<file path="config.mk">
export PLATFORM = sky130hd
export DESIGN_NAME = rvfi_bus_monitor
export DESIGN_NICKNAME = d
export VERILOG_FILES = /design/src/rtl/rvfi_bus_pkg.sv /design/src/rtl/rvfi_bus_req_fifo.sv /design/src/rtl/rvfi_bus_monitor.sv
export SDC_FILE = /design/constraint.sdc
export NUM_CORES = 1
export LEC_CHECK = 0
export ABC_AREA = 1
export CORE_MARGIN = 2
export CORE_UTILIZATION = 37
export CTS_BUF_LIST = sky130_fd_sc_hd__clkbuf_4
export DETAILED_ROUTE_END_ITERATION = 16
export PLACE_DENSITY_LB_ADDON = 0.15
export SETUP_SLACK_MARGIN = 0.4
export SLEW_MARGIN = 20
export SYNTH_ARGS = -nofsm -noshare
export SYNTH_HDL_FRONTEND = slang
export SYNTH_SLANG_ARGS = --single-unit
export TNS_END_PERCENT = 50
</file>
<file path="constraint.sdc">
create_clock -name clock -period 5.1 [get_ports clock]
set_input_delay 1.02 -clock clock [delete_from_list [all_inputs] [get_ports clock]]
set_output_delay 1.02 -clock clock [all_outputs]
set_load 0.01 [all_outputs]
</file>
<file path="src/rtl/rvfi_bus_pkg.sv">
// Shared types and helpers for the RVFI bus monitor.
// Holds the default-width request record and the byte-lane masking helper.
package rvfi_bus_pkg;

    localparam int XLEN_DEF      = 32;
    localparam int BUSLEN_DEF    = 32;
    localparam int NLANES_DEF    = BUSLEN_DEF / 8;
    localparam int OFFS_BITS_DEF = $clog2(NLANES_DEF);

    // Widest bus the masking helper handles; narrower buses zero-extend into it.
    localparam int MAX_BUSLEN    = 1024;
    localparam int MAX_LANES     = MAX_BUSLEN / 8;

    typedef struct packed {
        logic [XLEN_DEF-1:0]   addr;
        logic [NLANES_DEF-1:0] rmask;
        logic [NLANES_DEF-1:0] wmask;
        logic [BUSLEN_DEF-1:0] wdata;
    } bus_req_t;

    function automatic logic [MAX_BUSLEN-1:0] lane_mask_data(
        input logic [MAX_BUSLEN-1:0] data,
        input logic [MAX_LANES-1:0]  mask
    );
        logic [MAX_BUSLEN-1:0] r;
        r = '0;
        for (int i = 0; i < MAX_LANES; i++) begin
            r[i*8 +: 8] = mask[i] ? data[i*8 +: 8] : 8'h00;
        end
        return r;
    endfunction

endpackage

</file>
<file path="src/rtl/rvfi_bus_req_fifo.sv">
// Synchronous FIFO of accepted bus requests awaiting their in-order response.
// A push into a full FIFO is only taken when a pop frees a slot in the same cycle.
module rvfi_bus_req_fifo
    import rvfi_bus_pkg::*;
#(
    parameter type T     = bus_req_t,
    parameter int  DEPTH = 4
) (
    input  logic clock,
    input  logic reset,
    input  logic push_i,
    input  T     data_i,
    input  logic pop_i,
    output T     head_o,
    output logic full_o,
    output logic empty_o
);

    localparam int PW = $clog2(DEPTH);
    localparam int CW = PW + 1;

    T              mem_q [DEPTH];
    logic [PW-1:0] wr_ptr_q, wr_ptr_d;
    logic [PW-1:0] rd_ptr_q, rd_ptr_d;
    logic [CW-1:0] count_q, count_d;
    logic          do_push, do_pop;

    assign empty_o = (count_q == '0);
    assign full_o  = (count_q == CW'(DEPTH));
    assign do_pop  = pop_i && !empty_o;
    assign do_push = push_i && (!full_o || do_pop);
    assign head_o  = mem_q[rd_ptr_q];

    always_comb begin
        wr_ptr_d = wr_ptr_q;
        rd_ptr_d = rd_ptr_q;
        count_d  = count_q;
        if (do_push) wr_ptr_d = wr_ptr_q + PW'(1);
        if (do_pop)  rd_ptr_d = rd_ptr_q + PW'(1);
        if (do_push && !do_pop)      count_d = count_q + CW'(1);
        else if (!do_push && do_pop) count_d = count_q - CW'(1);
    end

    always_ff @(posedge clock) begin
        if (reset) begin
            wr_ptr_q <= '0;
            rd_ptr_q <= '0;
            count_q  <= '0;
        end else begin
            wr_ptr_q <= wr_ptr_d;
            rd_ptr_q <= rd_ptr_d;
            count_q  <= count_d;
        end
    end

    always_ff @(posedge clock) begin
        if (do_push) mem_q[wr_ptr_q] <= data_i;
    end

endmodule

</file>
<file path="src/rtl/rvfi_bus_monitor.sv">
// Passive valid/ready bus tap: pairs each accepted request with its in-order
// response and emits one registered RVFI bus record per completed transaction.
module rvfi_bus_monitor
    import rvfi_bus_pkg::*;
#(
    parameter int XLEN    = XLEN_DEF,
    parameter int BUSLEN  = BUSLEN_DEF,
    parameter int DEPTH   = 4,
    parameter bit IS_DATA = 1'b1
) (
    input  logic                clock,
    input  logic                reset,
    input  logic                req_valid,
    input  logic                req_ready,
    input  logic [XLEN-1:0]     req_addr,
    input  logic [BUSLEN/8-1:0] req_rmask,
    input  logic [BUSLEN/8-1:0] req_wmask,
    input  logic [BUSLEN-1:0]   req_wdata,
    input  logic                rsp_valid,
    input  logic [BUSLEN-1:0]   rsp_rdata,
    input  logic                rsp_error,
    output logic                rvfi_bus_valid,
    output logic                rvfi_bus_insn,
    output logic                rvfi_bus_data,
    output logic                rvfi_bus_fault,
    output logic [XLEN-1:0]     rvfi_bus_addr,
    output logic [BUSLEN/8-1:0] rvfi_bus_rmask,
    output logic [BUSLEN-1:0]   rvfi_bus_rdata,
    output logic [BUSLEN/8-1:0] rvfi_bus_wmask,
    output logic [BUSLEN-1:0]   rvfi_bus_wdata,
    output logic                mon_proto_err
);

    localparam int NL   = BUSLEN / 8;
    localparam int OFFS = $clog2(NL);
    localparam logic [XLEN-1:0] ALIGN = ~((XLEN'(1) << OFFS) - XLEN'(1));

    typedef struct packed {
        logic [XLEN-1:0]   addr;
        logic [NL-1:0]     rmask;
        logic [NL-1:0]     wmask;
        logic [BUSLEN-1:0] wdata;
    } req_t;

    logic push, full, empty, rec;
    req_t push_req, head;

    logic [MAX_BUSLEN-1:0]        wdata_full, rdata_full;
    logic [MAX_BUSLEN-BUSLEN-1:0] unused_wdata_hi, unused_rdata_hi;

    assign push = req_valid && req_ready;
    assign rec  = rsp_valid && !empty;

    assign wdata_full      = lane_mask_data(MAX_BUSLEN'(req_wdata), MAX_LANES'(req_wmask));
    assign rdata_full      = lane_mask_data(MAX_BUSLEN'(rsp_rdata), MAX_LANES'(head.rmask));
    assign unused_wdata_hi = wdata_full[MAX_BUSLEN-1:BUSLEN];
    assign unused_rdata_hi = rdata_full[MAX_BUSLEN-1:BUSLEN];

    assign push_req.addr  = req_addr & ALIGN;
    assign push_req.rmask = req_rmask;
    assign push_req.wmask = req_wmask;
    assign push_req.wdata = wdata_full[BUSLEN-1:0];

    rvfi_bus_req_fifo #(
        .T     (req_t),
        .DEPTH (DEPTH)
    ) u_fifo (
        .clock   (clock),
        .reset   (reset),
        .push_i  (push),
        .data_i  (push_req),
        .pop_i   (rsp_valid),
        .head_o  (head),
        .full_o  (full),
        .empty_o (empty)
    );

    logic              valid_q, valid_d, insn_q, insn_d, data_q, data_d;
    logic              fault_q, fault_d, err_q, err_d;
    logic [XLEN-1:0]   addr_q, addr_d;
    logic [NL-1:0]     rmask_q, rmask_d, wmask_q, wmask_d;
    logic [BUSLEN-1:0] rdata_q, rdata_d, wdata_q, wdata_d;

    // A response on an empty FIFO never matches a same-cycle request.
    always_comb begin
        valid_d = 1'b0;
        insn_d  = 1'b0;
        data_d  = 1'b0;
        fault_d = 1'b0;
        addr_d  = '0;
        rmask_d = '0;
        wmask_d = '0;
        rdata_d = '0;
        wdata_d = '0;
        err_d   = err_q | (rsp_valid && empty) | (push && full && !rsp_valid);
        if (rec) begin
            valid_d = 1'b1;
            insn_d  = ~IS_DATA;
            data_d  = IS_DATA;
            fault_d = rsp_error;
            addr_d  = head.addr;
            rmask_d = head.rmask;
            wmask_d = head.wmask;
            rdata_d = rdata_full[BUSLEN-1:0];
            wdata_d = head.wdata;
        end
    end

    always_ff @(posedge clock) begin
        if (reset) begin
            valid_q <= 1'b0;
            insn_q  <= 1'b0;
            data_q  <= 1'b0;
            fault_q <= 1'b0;
            addr_q  <= '0;
            rmask_q <= '0;
            wmask_q <= '0;
            rdata_q <= '0;
            wdata_q <= '0;
            err_q   <= 1'b0;
        end else begin
            valid_q <= valid_d;
            insn_q  <= insn_d;
            data_q  <= data_d;
            fault_q <= fault_d;
            addr_q  <= addr_d;
            rmask_q <= rmask_d;
            wmask_q <= wmask_d;
            rdata_q <= rdata_d;
            wdata_q <= wdata_d;
            err_q   <= err_d;
        end
    end

    assign rvfi_bus_valid = valid_q;
    assign rvfi_bus_insn  = insn_q;
    assign rvfi_bus_data  = data_q;
    assign rvfi_bus_fault = fault_q;
    assign rvfi_bus_addr  = addr_q;
    assign rvfi_bus_rmask = rmask_q;
    assign rvfi_bus_rdata = rdata_q;
    assign rvfi_bus_wmask = wmask_q;
    assign rvfi_bus_wdata = wdata_q;
    assign mon_proto_err  = err_q;

endmodule

</file>
==> results.yml, run 1 <==
place:
  portBuffers: 213
  post-dp-hpwl_um: 17000
  gp_congestion: 0.7372
synthesis:
  yosys_warnings: 0
  synth-seq-cells: 394
  async_flop_share: 0
  synth_compound_area_frac: 0.07294
  syn_avg_cell_area_sq_um: 12.02
  synthFlopType: "edfxtp_1"
  synth_top_family_by_area: "simple AND/OR/NAND/NOR gates"
  synthXorXnorAreaFrac: 0
  synthSimpleGateAreaFrac: 0.1117
  synthCells: 1175
  synth_edf_count: 280
  synthAdderAreaFrac: 0.005849
  synth-seq-area-share: 0.7572
  synth_area_sq_um: 14120
  synth_cell_types: 22
  synth.area.mux_share: 0
finish:
  drive_gt1_frac: 0.1365
  areaGrowthSynthToFinish_pct: 28.23
  seqCellArea_sq_um: 10700
  post-route-util: 0.4807
  fillers: 3534
  nNetsFinal: 1561
  multiInputGateArea_sq_um: 2738
critical_path:
  critPathSlowestCell: "clkdlybuf4s50_1"
  endpoint_kind: "primary output"
  cp.arrival_ns: 1.68
  path_delay_family: "buffers and inverters"
  cp.buffers_inverters: 1
  required_ns: 4.08
  crit_chain: "clkdlybuf4s50_1"
  start_kind: "flop"
  slowest_delay_ns: 0.56
  crit_fanout: 1
  crit_type: "reg -> out"
sta:
  slew_headroom: 0.3065
  hold_viol: 0
  finalCriticalPeriod_ns: 2.703
  final-setup-viol-count: 0
  period_share: 0.5300
  grt_setup_unrepaired: "no"
  fin_skew_ns: 0.02634
  finalMaxSlewViolations: 0
  setup_tns_ns: 0
  worst_pin_slew_ns: 1.040
  fmax_ghz: 0.3700
floorplan:
  ios: 219
  start_util: 0.3748
  rows: 71
  chipHeight_um: 199.3
  die_w_um: 199.3
  die_area_sq_um: 39740
  core_area_sq_um: 37670
power_and_ir_drop:
  p_per_area_nw_per_um2: 438.4
  pwr-share-clk: 0.352
  swShare: 0.2732
  p_int_mw: 5.769
  combinationalPowerShare: 0.164
  power.switching_mw: 2.169
  seqPwrFrac: 0.483
  irDropWorstVdd_mv: 0.1918
  p_leak_nw: 6.939
clocking:
  cts_setup_buffers: 0
  cts-buffers-inserted: 103
  cts_max_level: 3
  cts_tree: "done"
  cts.sinks: 394
  cts.root.buffer_cell: "clkbuf_4"
  cts_resized: 0
  cts-hold-fix-buffers: 0
  clk_path_buf_depth: 3
  path_clk_slew_ns: 0.06
  insertion_delay_ns: 0.74
job:
  drv_cap: 0
drt:
  drtIter0Drc: 459
  ant_nets: 0
  wl_per_cell_um: 15.69
  vias: 9154
  drcViolationCount: 0
  routed_wl_um: 32060
  viasPerCell: 4.481
  dr.pass1.iters: 4
global_routing:
  grt_first_pass_wirelength_um: 48090
  globalRouteOverflowTotal: 0
  antenna_found_initial: 1
  grt_pass1_vias: 8754
  grt_usage: 0.1610
  grt_max_degree: 75
hold_path:
  hold_class: "reg -> reg"
status:
  status: "finished, final reports clean"
## worst paths after layout
kind / from / endpoint / slack (ns) / depth (start not counted)
hold reg to reg: u_fifo.rd_ptr_q[1] / flop / 0.50 / 2
hold / removal: u_fifo.rd_ptr_q[1] / flop / 0.50 / 2
setup / recovery: rvfi_bus_wdata[25] / rvfi_bus_wdata[25] / 2.40 / 1
setup reg to reg: flop / rvfi_bus_addr[21] / 2.62 / 4
## power by group through the flow
stage	Combinational [mW]	Clock [mW]	Sequential, mW
5_1_grt	1.47	3.07	3.87
4_1_cts	1.33	2.92	3.85
2_1_floorplan	0.802	0	3.86
3_5_place_dp	1.32	0	3.91
3_3_place_gp	1.31	0	3.92
6_report	1.30	2.80	3.84
## placed cells by master (no fill, tap or decap)
cell,n
clkinv_2,2
ha_1,5
clkbuf_4,167
fa_1,1
nor2_2,9
inv_2,3
nand2_4,2
o21ai_0,134
clkinv_4,1
edfxtp_1,280
dfxtp_4,2
diode_2,1
clkinv_1,17
inv_4,1
inv_1,103
nand2_2,3
conb_1,3
a21oi_1,70
nand3_1,15
buf_12,1
nor2_4,5
bufinv_16,2
nor2_1,301
a21oi_2,1
clkdlybuf4s50_1,213
nand2_1,68
dfxtp_1,112
buf_4,10
## synthesized netlist by cell type, types with 5 or more instances
library cell  instances  area share
nor2_1              305       0.081
edfxtp_1            280        0.60
o21ai_0             134       0.048
dfxtp_1             114        0.16
inv_1               103       0.027
a21oi_1              70       0.025
nand2_1              69       0.018
clkbuf_1             32      0.0085
buf_4                17      0.0090
nand3_1              15      0.0053
nor2_2                9      0.0040
buf_2                 7      0.0025
buf_6                 5      0.0040
ha_1                  5      0.0044
## final cells by class
cell class                      count  share of cell area
Antenna cell                        1           0.0001382
Clock buffer                      167             0.06925
Clock inverter                     24            0.008224
Inverter                          105             0.02198
Multi-Input combinational cell    617              0.1512
Sequential cell                   394              0.5909
Tap cell                          511             0.03531
Timing Repair Buffer              224              0.1230
## worst register-to-register path, delay by kind of cell (launching register included)
kind / cells / cell delay (ns)
AOI/OAI and AO/OA: 2 / 0.43
DFF: 1 / 0.88
buffers and inverters: 2 / 1.01
## cell families (layout without fill, tap and decap cells)
| logic type | count (synthesis) | count (layout) |
|---|---|---|
| AOI/OAI and AO/OA | 205 | 205 |
| adders and majority gates | 6 | 6 |
| other | 1 | 4 |
| buffers and inverters | 166 | 520 |
| DFF | 394 | 394 |
| and+or+nand+nor | 403 | 403 |
## sequential cells by signal (all words and copies together), names as in the netlist, named ones only
register and count:
u_fifo.mem_q 280, rvfi_bus_rmask 4, mon_proto_err 1, u_fifo.count_q 3, rvfi_bus_fault 1, rvfi_bus_wmask 4
rvfi_bus_rdata 32, rvfi_bus_wdata 32, rvfi_bus_addr 30, u_fifo.wr_ptr_q 2, u_fifo.rd_ptr_q 2, rvfi_bus_data 1
## layer usage
metal,GRT usage,share of wire,wire [um]
met5,0,0,0
met4,0.06886,0.016,506
met3,0.03949,0.054,1737
met2,0.2589,0.47,15180
met1,0.2081,0.46,14640
## through the flow
step                cell area, sq um  hold WS (ns)  std cells  power, mW  worst slack, ns
floorplan                      14130        0.4606       1177      4.657           0.3145
global placement               16700        0.4869       1851      5.223            1.675
detailed placement             16700        0.4915       1851      5.238            1.670
CTS                            18100        0.5118       2042      8.099            2.284
global route                   18100        0.5367       2043      8.411            2.278
finish                         18100        0.4999       2043      7.938            2.397
(Power assumes the default switching activity.)
==> run 2: changes to the inputs <==
==> constraint.sdc (replaced) <==
create_clock -name clock -period 2.77 [get_ports clock]
set_input_delay 0.554 -clock clock [delete_from_list [all_inputs] [get_ports clock]]
set_output_delay 0.554 -clock clock [all_outputs]
set_load 0.01 [all_outputs]
==> results.yml, run 2 (same netlist as run 1, synthesis figures left out) <==
place:
  portBuffers: 213
  gp_congestion: 0.7208
  post-dp-hpwl_um: 17850
  place_ws_ns: 0.2421
critical_path:
  worstReg2RegEnd: "u_fifo.count_q[2]"
  ff2ff_setup_slack_ns: 0.78
  timing.rr.start: "u_fifo.count_q[0]"
  cp.buffers_inverters: 1
  crit_fanout: 1
  endpoint_kind: "primary output"
  start_kind: "flop"
  critPathSlowestCell: "clkdlybuf4s50_1"
  path_delay_family: "buffers and inverters"
  crit_chain: "clkdlybuf4s50_1"
  crit_type: "reg -> out"
  slowest_delay_ns: 0.57
  reg2reg_depth: 12
  required_ns: 2.22
  cp.arrival_ns: 1.72
  path_depth: 1
status:
  status: "finished, final reports clean"
clocking:
  path_clk_slew_ns: 0.06
  clk_path_buf_depth: 3
  cts-buffers-inserted: 102
  cts.root.buffer_cell: "clkbuf_4"
  cts_tree: "done"
  cts.sinks: 394
  cts_setup_buffers: 0
  insertion_delay_ns: 0.76
  cts_max_level: 3
finish:
  final_cell_mix: "nor2_1 (301), edfxtp_1 (280), clkdlybuf4s50_1 (212)"
  fillers: 3528
  largest_reg_flops: 280
  post-route-util: 0.4847
  final_common_cell: "nor2_1"
  areaGrowthSynthToFinish_pct: 29.30
  regMostFlops: "u_fifo.mem_q"
  drive_gt1_frac: 0.1367
  nNetsFinal: 1569
sta:
  final-setup-viol-count: 0
  slew_headroom: 0.5319
  fmax_ghz: 0.4396
  period_share: 0.8212
  worst_pin_slew_ns: 0.7022
  finalCriticalPeriod_ns: 2.275
  fin_skew_ns: 0.02148
  grt_setup_unrepaired: "no"
  fin_ws_ns: 0.4952
  finalMaxSlewViolations: 0
  hold_viol: 0
  setup_tns_ns: 0
hold_path:
  whs_path_depth: 3
  hold_class: "in -> reg"
  hold_path_end: "rvfi_bus_rdata[20]"
  hp-start: "rsp_rdata[20]"
floorplan:
  rows: 71
  die_w_um: 199.3
  ios: 219
  chipHeight_um: 199.3
  start_util: 0.3748
  core_area_sq_um: 37670
  die_area_sq_um: 39740
global_routing:
  grt_usage: 0.1630
  grt_pass1_vias: 8967
  grt_max_degree: 141
  antenna_found_initial: 4
  globalRouteOverflowTotal: 0
  grt_first_pass_wirelength_um: 48510
power_and_ir_drop:
  power_mw: 14.47
  p_per_area_nw_per_um2: 792.5
  p_leak_nw: 6.994
  irDropWorstVdd_mv: 0.3605
drt:
  routed_wl_um: 31930
  drcViolationCount: 0
  wl_per_cell_um: 15.58
  viasPerCell: 4.413
  vias: 9046
  drtIter0Drc: 434
  dr.pass1.iters: 5
  ant_nets: 0
job:
  drv_cap: 0
## run 2: cell types whose count changed in the layout (fill, tap and decap cells not counted), sizes merged
cell and change:
clkbuf -11, dlymetal6s2s +1, clkinv +9, bufinv -1, clkdlybuf4s50 -1, diode +2, inv -1, buf +9
## run 2: area by class of cell
class / count / area [sq um] / area share
Multi-Input combinational cell: 617 / 2750 / 0.1507
Timing Repair Buffer: 233 / 2435 / 0.1334
Clock buffer: 156 / 1171 / 0.06415
Tap cell: 511 / 639.4 / 0.03502
Antenna cell: 3 / 7.507 / 0.0004112
Sequential cell: 394 / 10700 / 0.5860
Clock inverter: 31 / 156.4 / 0.008568
Inverter: 105 / 397.9 / 0.02180
## run 2: metrics by stage
stage	hold WS (ns)	std cells	area (sq um)
3_3_place_gp	0.4956	1860	16920
2_1_floorplan	0.4606	1177	14170
5_1_grt	0.2371	2049	18250
3_5_place_dp	0.4924	1860	16920
4_1_cts	0.1990	2047	18250
6_report	0.3168	2050	18260
## run 2: report_power, final
group	internal, mW	switching [mW]	total, mW	leakage, nW
sequential	6.73	0.158	6.89	3.49
clock	2.66	2.25	4.91	0.796
combinational	1.06	1.61	2.67	2.71
total	10.5	4.01	14.5	6.99
## run 2: per-layer routing
metal,wire length (um),vias to the layer above,global-route usage
li1,-,4541,-
met1,14310,4196,0.2072
met2,14850,266,0.2625
met3,2268,41,0.04624
met4,495,2,0.06749
met5,12,-,0
## run 2: repair_timing
action	CTS	global route
gates resized for setup	0	1
setup endpoints to repair	0	1
endpoints found under the hold margin	0	0
hold buffers	0	0
## run 2: worst max-delay path by stage
stage,from,to,slack (ns)
6_report,rvfi_bus_wmask[2],rvfi_bus_wmask[2],0.50
3_5_place_dp,rsp_valid,u_fifo.count_q[2],0.24
4_1_cts,rvfi_bus_wmask[2],rvfi_bus_wmask[2],0.41
3_3_place_gp,rsp_valid,u_fifo.count_q[2],0.26
2_1_floorplan,req_valid,u_fifo.mem_q[0][0],0.42
5_1_grt,rvfi_bus_addr[22],rvfi_bus_addr[22],0.41
==> run 3: changes to the inputs <==
==> constraint.sdc (replaced) <==
create_clock -name clock -period 2.2 [get_ports clock]
set_input_delay 0.44 -clock clock [delete_from_list [all_inputs] [get_ports clock]]
set_output_delay 0.44 -clock clock [all_outputs]
set_load 0.01 [all_outputs]
==> results.yml, run 3 (same netlist as run 1, synthesis figures left out) <==
clocking:
  path_clk_slew_ns: 0.06
  cts-buffers-inserted: 103
  cts.root.buffer_cell: "clkbuf_4"
  cts_tree: "done"
  clk_path_buf_depth: 3
  insertion_delay_ns: 0.76
  cts.sinks: 394
  cts_max_level: 3
  cts-hold-fix-buffers: 0
drt:
  drcViolationCount: 0
  routed_wl_um: 32500
  dr.pass1.iters: 4
  ant_nets: 0
  wl_per_cell_um: 15.63
  drtIter0Drc: 475
  viasPerCell: 4.416
  vias: 9180
power_and_ir_drop:
  power.switching_mw: 5.199
  p_int_mw: 13.27
  combinationalPowerShare: 0.178
  swShare: 0.2815
  p_per_area_nw_per_um2: 1015
  p_leak_nw: 7.388
  seqPwrFrac: 0.471
  pwr-share-clk: 0.351
  power_mw: 18.47
  irDropWorstVdd_mv: 0.3913
place:
  gp_congestion: 0.7552
  dp_cells: 1881
  portBuffers: 213
  post-dp-hpwl_um: 19160
  place_ws_ns: -0.2084
global_routing:
  grt_pass1_vias: 9316
  grt_usage: 0.1642
  grt_max_degree: 141
  grt_first_pass_wirelength_um: 49820
  antenna_found_initial: 1
  globalRouteOverflowTotal: 0
hold_path:
  hold_class: "in -> reg"
sta:
  fin_skew_ns: 0.02331
  final-setup-viol-count: 0
  setup_tns_ns: 0
  slew_headroom: 0.4711
  fin_ws_ns: 0.4352
  finalMaxSlewViolations: 0
  hold_viol: 0
  fmax_ghz: 0.5666
  worst_pin_slew_ns: 0.7934
  period_share: 0.8022
  grt_setup_unrepaired: "yes"
  finalCriticalPeriod_ns: 1.765
critical_path:
  cp.buffers_inverters: 1
  slowest_delay_ns: 0.32
  required_ns: 1.76
  crit_type: "reg -> out"
  crit_fanout: 1
  start_kind: "flop"
  critPathSlowestCell: "dfxtp_1"
  cp.arrival_ns: 1.32
  path_delay_family: "flip-flops"
  crit_chain: "dlygate4sd2_1"
  endpoint_kind: "primary output"
floorplan:
  chipHeight_um: 199.3
  die_area_sq_um: 39740
  start_util: 0.3748
  rows: 71
  core_area_sq_um: 37670
  die_w_um: 199.3
  ios: 219
finish:
  areaGrowthSynthToFinish_pct: 28.84
  largest_reg_flops: 280
  layout.cells.non_filler: 2079
  final_cell_mix: "nor2_1 (301), edfxtp_1 (280), clkbuf_4 (155)"
  regMostFlops: "u_fifo.mem_q"
  nNetsFinal: 1596
  drive_gt1_frac: 0.2195
  final_common_cell: "nor2_1"
status:
  status: "finished, final reports clean"
job:
  drv_cap: 0
-- run 3: cell types whose count changed in the layout (fill, tap and decap cells not counted), moves of 20 or more --
cell,before,now
dlygate4sd2_1,0,24
buf_2,0,54
clkbuf_2,0,28
clkdlybuf4s50_1,212,107
dfxtp_1,112,92
buf_4,8,31
-- run 3: path summary, 6_finish.rpt --
check | startpoint | to | slack (ns) | cells past startpoint
hold / removal | rsp_rdata[3] | rvfi_bus_rdata[3] | 0.23 | 3
setup reg to reg | u_fifo.count_q[1] | u_fifo.count_q[2] | 0.47 | 12
hold reg to reg | u_fifo.rd_ptr_q[1] | flop | 0.49 | 2
setup / recovery | rvfi_bus_addr[30] | rvfi_bus_addr[30] | 0.44 | 1
-- run 3: repair_timing --
item                                    in CTS  in global routing
buffers inserted                             0                  5
resized for setup                          288                 65
pin swaps                                    0                  6
endpoints found under the setup margin     111                 69
endpoints found under the hold margin        0                  0
-- run 3: power by group through the flow --
stage	sequential, mW	combinational, mW	clock (mW)
finish	8.69	3.29	6.48
global route	8.73	3.74	7.12
CTS	8.69	3.30	6.73
detailed placement	8.84	3.53	0
global placement	8.84	3.50	0
floorplan	8.93	1.89	0
-- run 3: area by class of cell --
| class | instances | area (sq um) |
|---|---|---|
| clock buffers | 155 | 1164 |
| clock inverters | 37 | 222.7 |
| flip-flops and latches | 394 | 10730 |
| inverters | 105 | 415.4 |
| diodes | 1 | 2.502 |
| multi-input cells | 617 | 2796 |
| well taps | 511 | 639.4 |
| repair buffers | 259 | 2225 |
| fillers | 3549 | 19480 |
-- run 3: stage by stage --
stage,hold WS [ns],utilization,area (sq um)
final,0.2303,0.4829,18190
after global routing,0.1496,0.4829,18190
after CTS,0.1136,0.4841,18230
after detailed placement,0.4636,0.4554,17150
after global placement,0.4623,0.4554,17150
after floorplan,0.4463,-,14210
-- run 3: layer usage --
metal,part of all wire,track usage,up-vias
li1,-,-,4601
met1,0.47,0.2191,4291
met2,0.46,0.2565,247
met3,0.054,0.04287,41
met4,0.016,0.06475,0
met5,0,0,-
==> patch, RTL diff (config.mk and constraints of run 2) <==
Make the reset (`reset`) asynchronous in 2 clocked blocks.
--- a/src/rtl/rvfi_bus_req_fifo.sv
+++ b/src/rtl/rvfi_bus_req_fifo.sv
@@ -41,7 +41,7 @@
         else if (!do_push && do_pop) count_d = count_q - CW'(1);
     end
 
-    always_ff @(posedge clock) begin
+    always_ff @(posedge clock or posedge reset) begin
         if (reset) begin
             wr_ptr_q <= '0;
             rd_ptr_q <= '0;
--- a/src/rtl/rvfi_bus_monitor.sv
+++ b/src/rtl/rvfi_bus_monitor.sv
@@ -106,7 +106,7 @@
         end
     end
 
-    always_ff @(posedge clock) begin
+    always_ff @(posedge clock or posedge reset) begin
         if (reset) begin
             valid_q <= 1'b0;
             insn_q  <= 1'b0;
Check against the original RTL: differs if reset is asserted again (counterexample within 4 cycles, from zero or initial values and one cycle with reset high); with reset held inactive, the same outputs for 4 cycles.
==> patch against run 2 <==
Register-to-register slack gained 50 ps. Area after synthesis grew 3.9%. Wire length grew 2.5%. Design area grew 2.9%. Power grew 21%. Worst hold slack lost 50 ps. Sequential power grew 10%. Worst setup slack gained 39 ps. Sequential cell count shrank 2. Largest cell class unchanged. Largest power group unchanged.
==> patch: results (changes against run 2) <==
| Metric | Value |
|---|---|
| Iter 0 DRT Violations | `387 (-11%)` |
| Setup crit start | `rvfi_bus_wmask[0]$_DFF_PP0_` |
| Vias | `9309 (+2.9%)` |
| Multi-input gate count | `666 (+7.9%)` |
| Design area | `18800 sq um (+2.9%)` |
| Aggregate global-route resource usage | `16.0% (-0.34 points)` |
| Reg2reg start | `u_fifo.count_q[0]$_DFFE_PP0P_` |
| Seq cells | `392 (-0.51%)` |
| Share of async-settable or async-resettable flops after synthesis | `28.6% (+29 points)` |
| Largest cells by area after synthesis | `edfxtp_1 57%, dfrtp_1 19%, nand2_1 8.5%, nor2_1 4.4%, inv_1 2.6%` |
| Initial antenna violation count | `1 (-3)` |
| Vias in the first global route | `9391 (+4.7%)` |
| DP Area | `17500 sq um (+3.4%)` |
| Sequential-to-total area share from yosys stat | `76.4% (+0.68 points)` |
| Peak supply drop | `0.000510 V (+41%)` |
| Post-DR wirelength/cell | `15.6 microns (+0.27%)` |
| Final RePlAce weighted congestion | `0.709 (-1.7%)` |
| Worst Hold Class | `input port to asynchronous set/reset pin` |
| Max Freq | `0.447 GHz (+1.8%)` |
| Inverter count | `103 (-1.9%)` |
| Outcome | `complete, no violations` |
| Worst-margin pin slew | `711 ps (+8.51 ps)` |
| R2r setup slk | `830 ps (+50 ps)` |
| N_diodes | `1 (-2)` |
| Clk cell area share | `6.90% (-0.37 points)` |
| Non-clk buf share | `12.9% (-0.40 points)` |
| Clkbuf count | `155 (-0.64%)` |
| Syn Inst Count | `1220 (+3.8%)` |
| Leakage | `7.86 nW (+12%)` |
| Placed insts | `1912 (+2.8%)` |
| First-pass GRT wire length | `50500 microns (+4.0%)` |
| Setup Slack @ Placement | `244 ps (+1.53 ps)` |
| Crit-path max cell delay | `610 ps (+40 ps)` |
| Well Taps | `518 (+1.4%)` |
| RR Endpoint | `u_fifo.count_q[2]$_DFFE_PP0P_` |
[patch: cell types whose count changed after synthesis, sizes merged, moves of 10 or more]
cell / delta
clkbuf: -10
dfxtp: -114
o21ai: -67
buf: +10
nor2: -142
nand2: +264
dfrtp: +112
[patch: power breakdown]
group | total [mW] | internal, mW | switching (mW)
clock network | 4.87 | 2.63 | 2.24
registers | 7.58 | 7.27 | 0.306
logic | 5.04 | 2.02 | 3.02
[patch: layer usage]
layer / track usage, % / vias to the layer above / part of all wire, %
li1: - / 4596 / -
met1: 20.1 / 4353 / 44
met2: 26.0 / 296 / 47
met3: 4.17 / 64 / 5.9
met4: 7.22 / 0 / 2.5
met5: 0 / - / 0
[patch: kinds of logic after synthesis]
kind of cell / Yosys count / synth area share (%)
AO/OA/AOI/OAI: 134 / 4.59
buffers and inverters: 164 / 4.79
other: 1 / 0.0256
adder cells (fa/ha/maj): 6 / 0.563
flip-flops: 392 / 76.4
AND/OR/NAND/NOR: 521 / 13.5
XOR/XNOR: 2 / 0.119
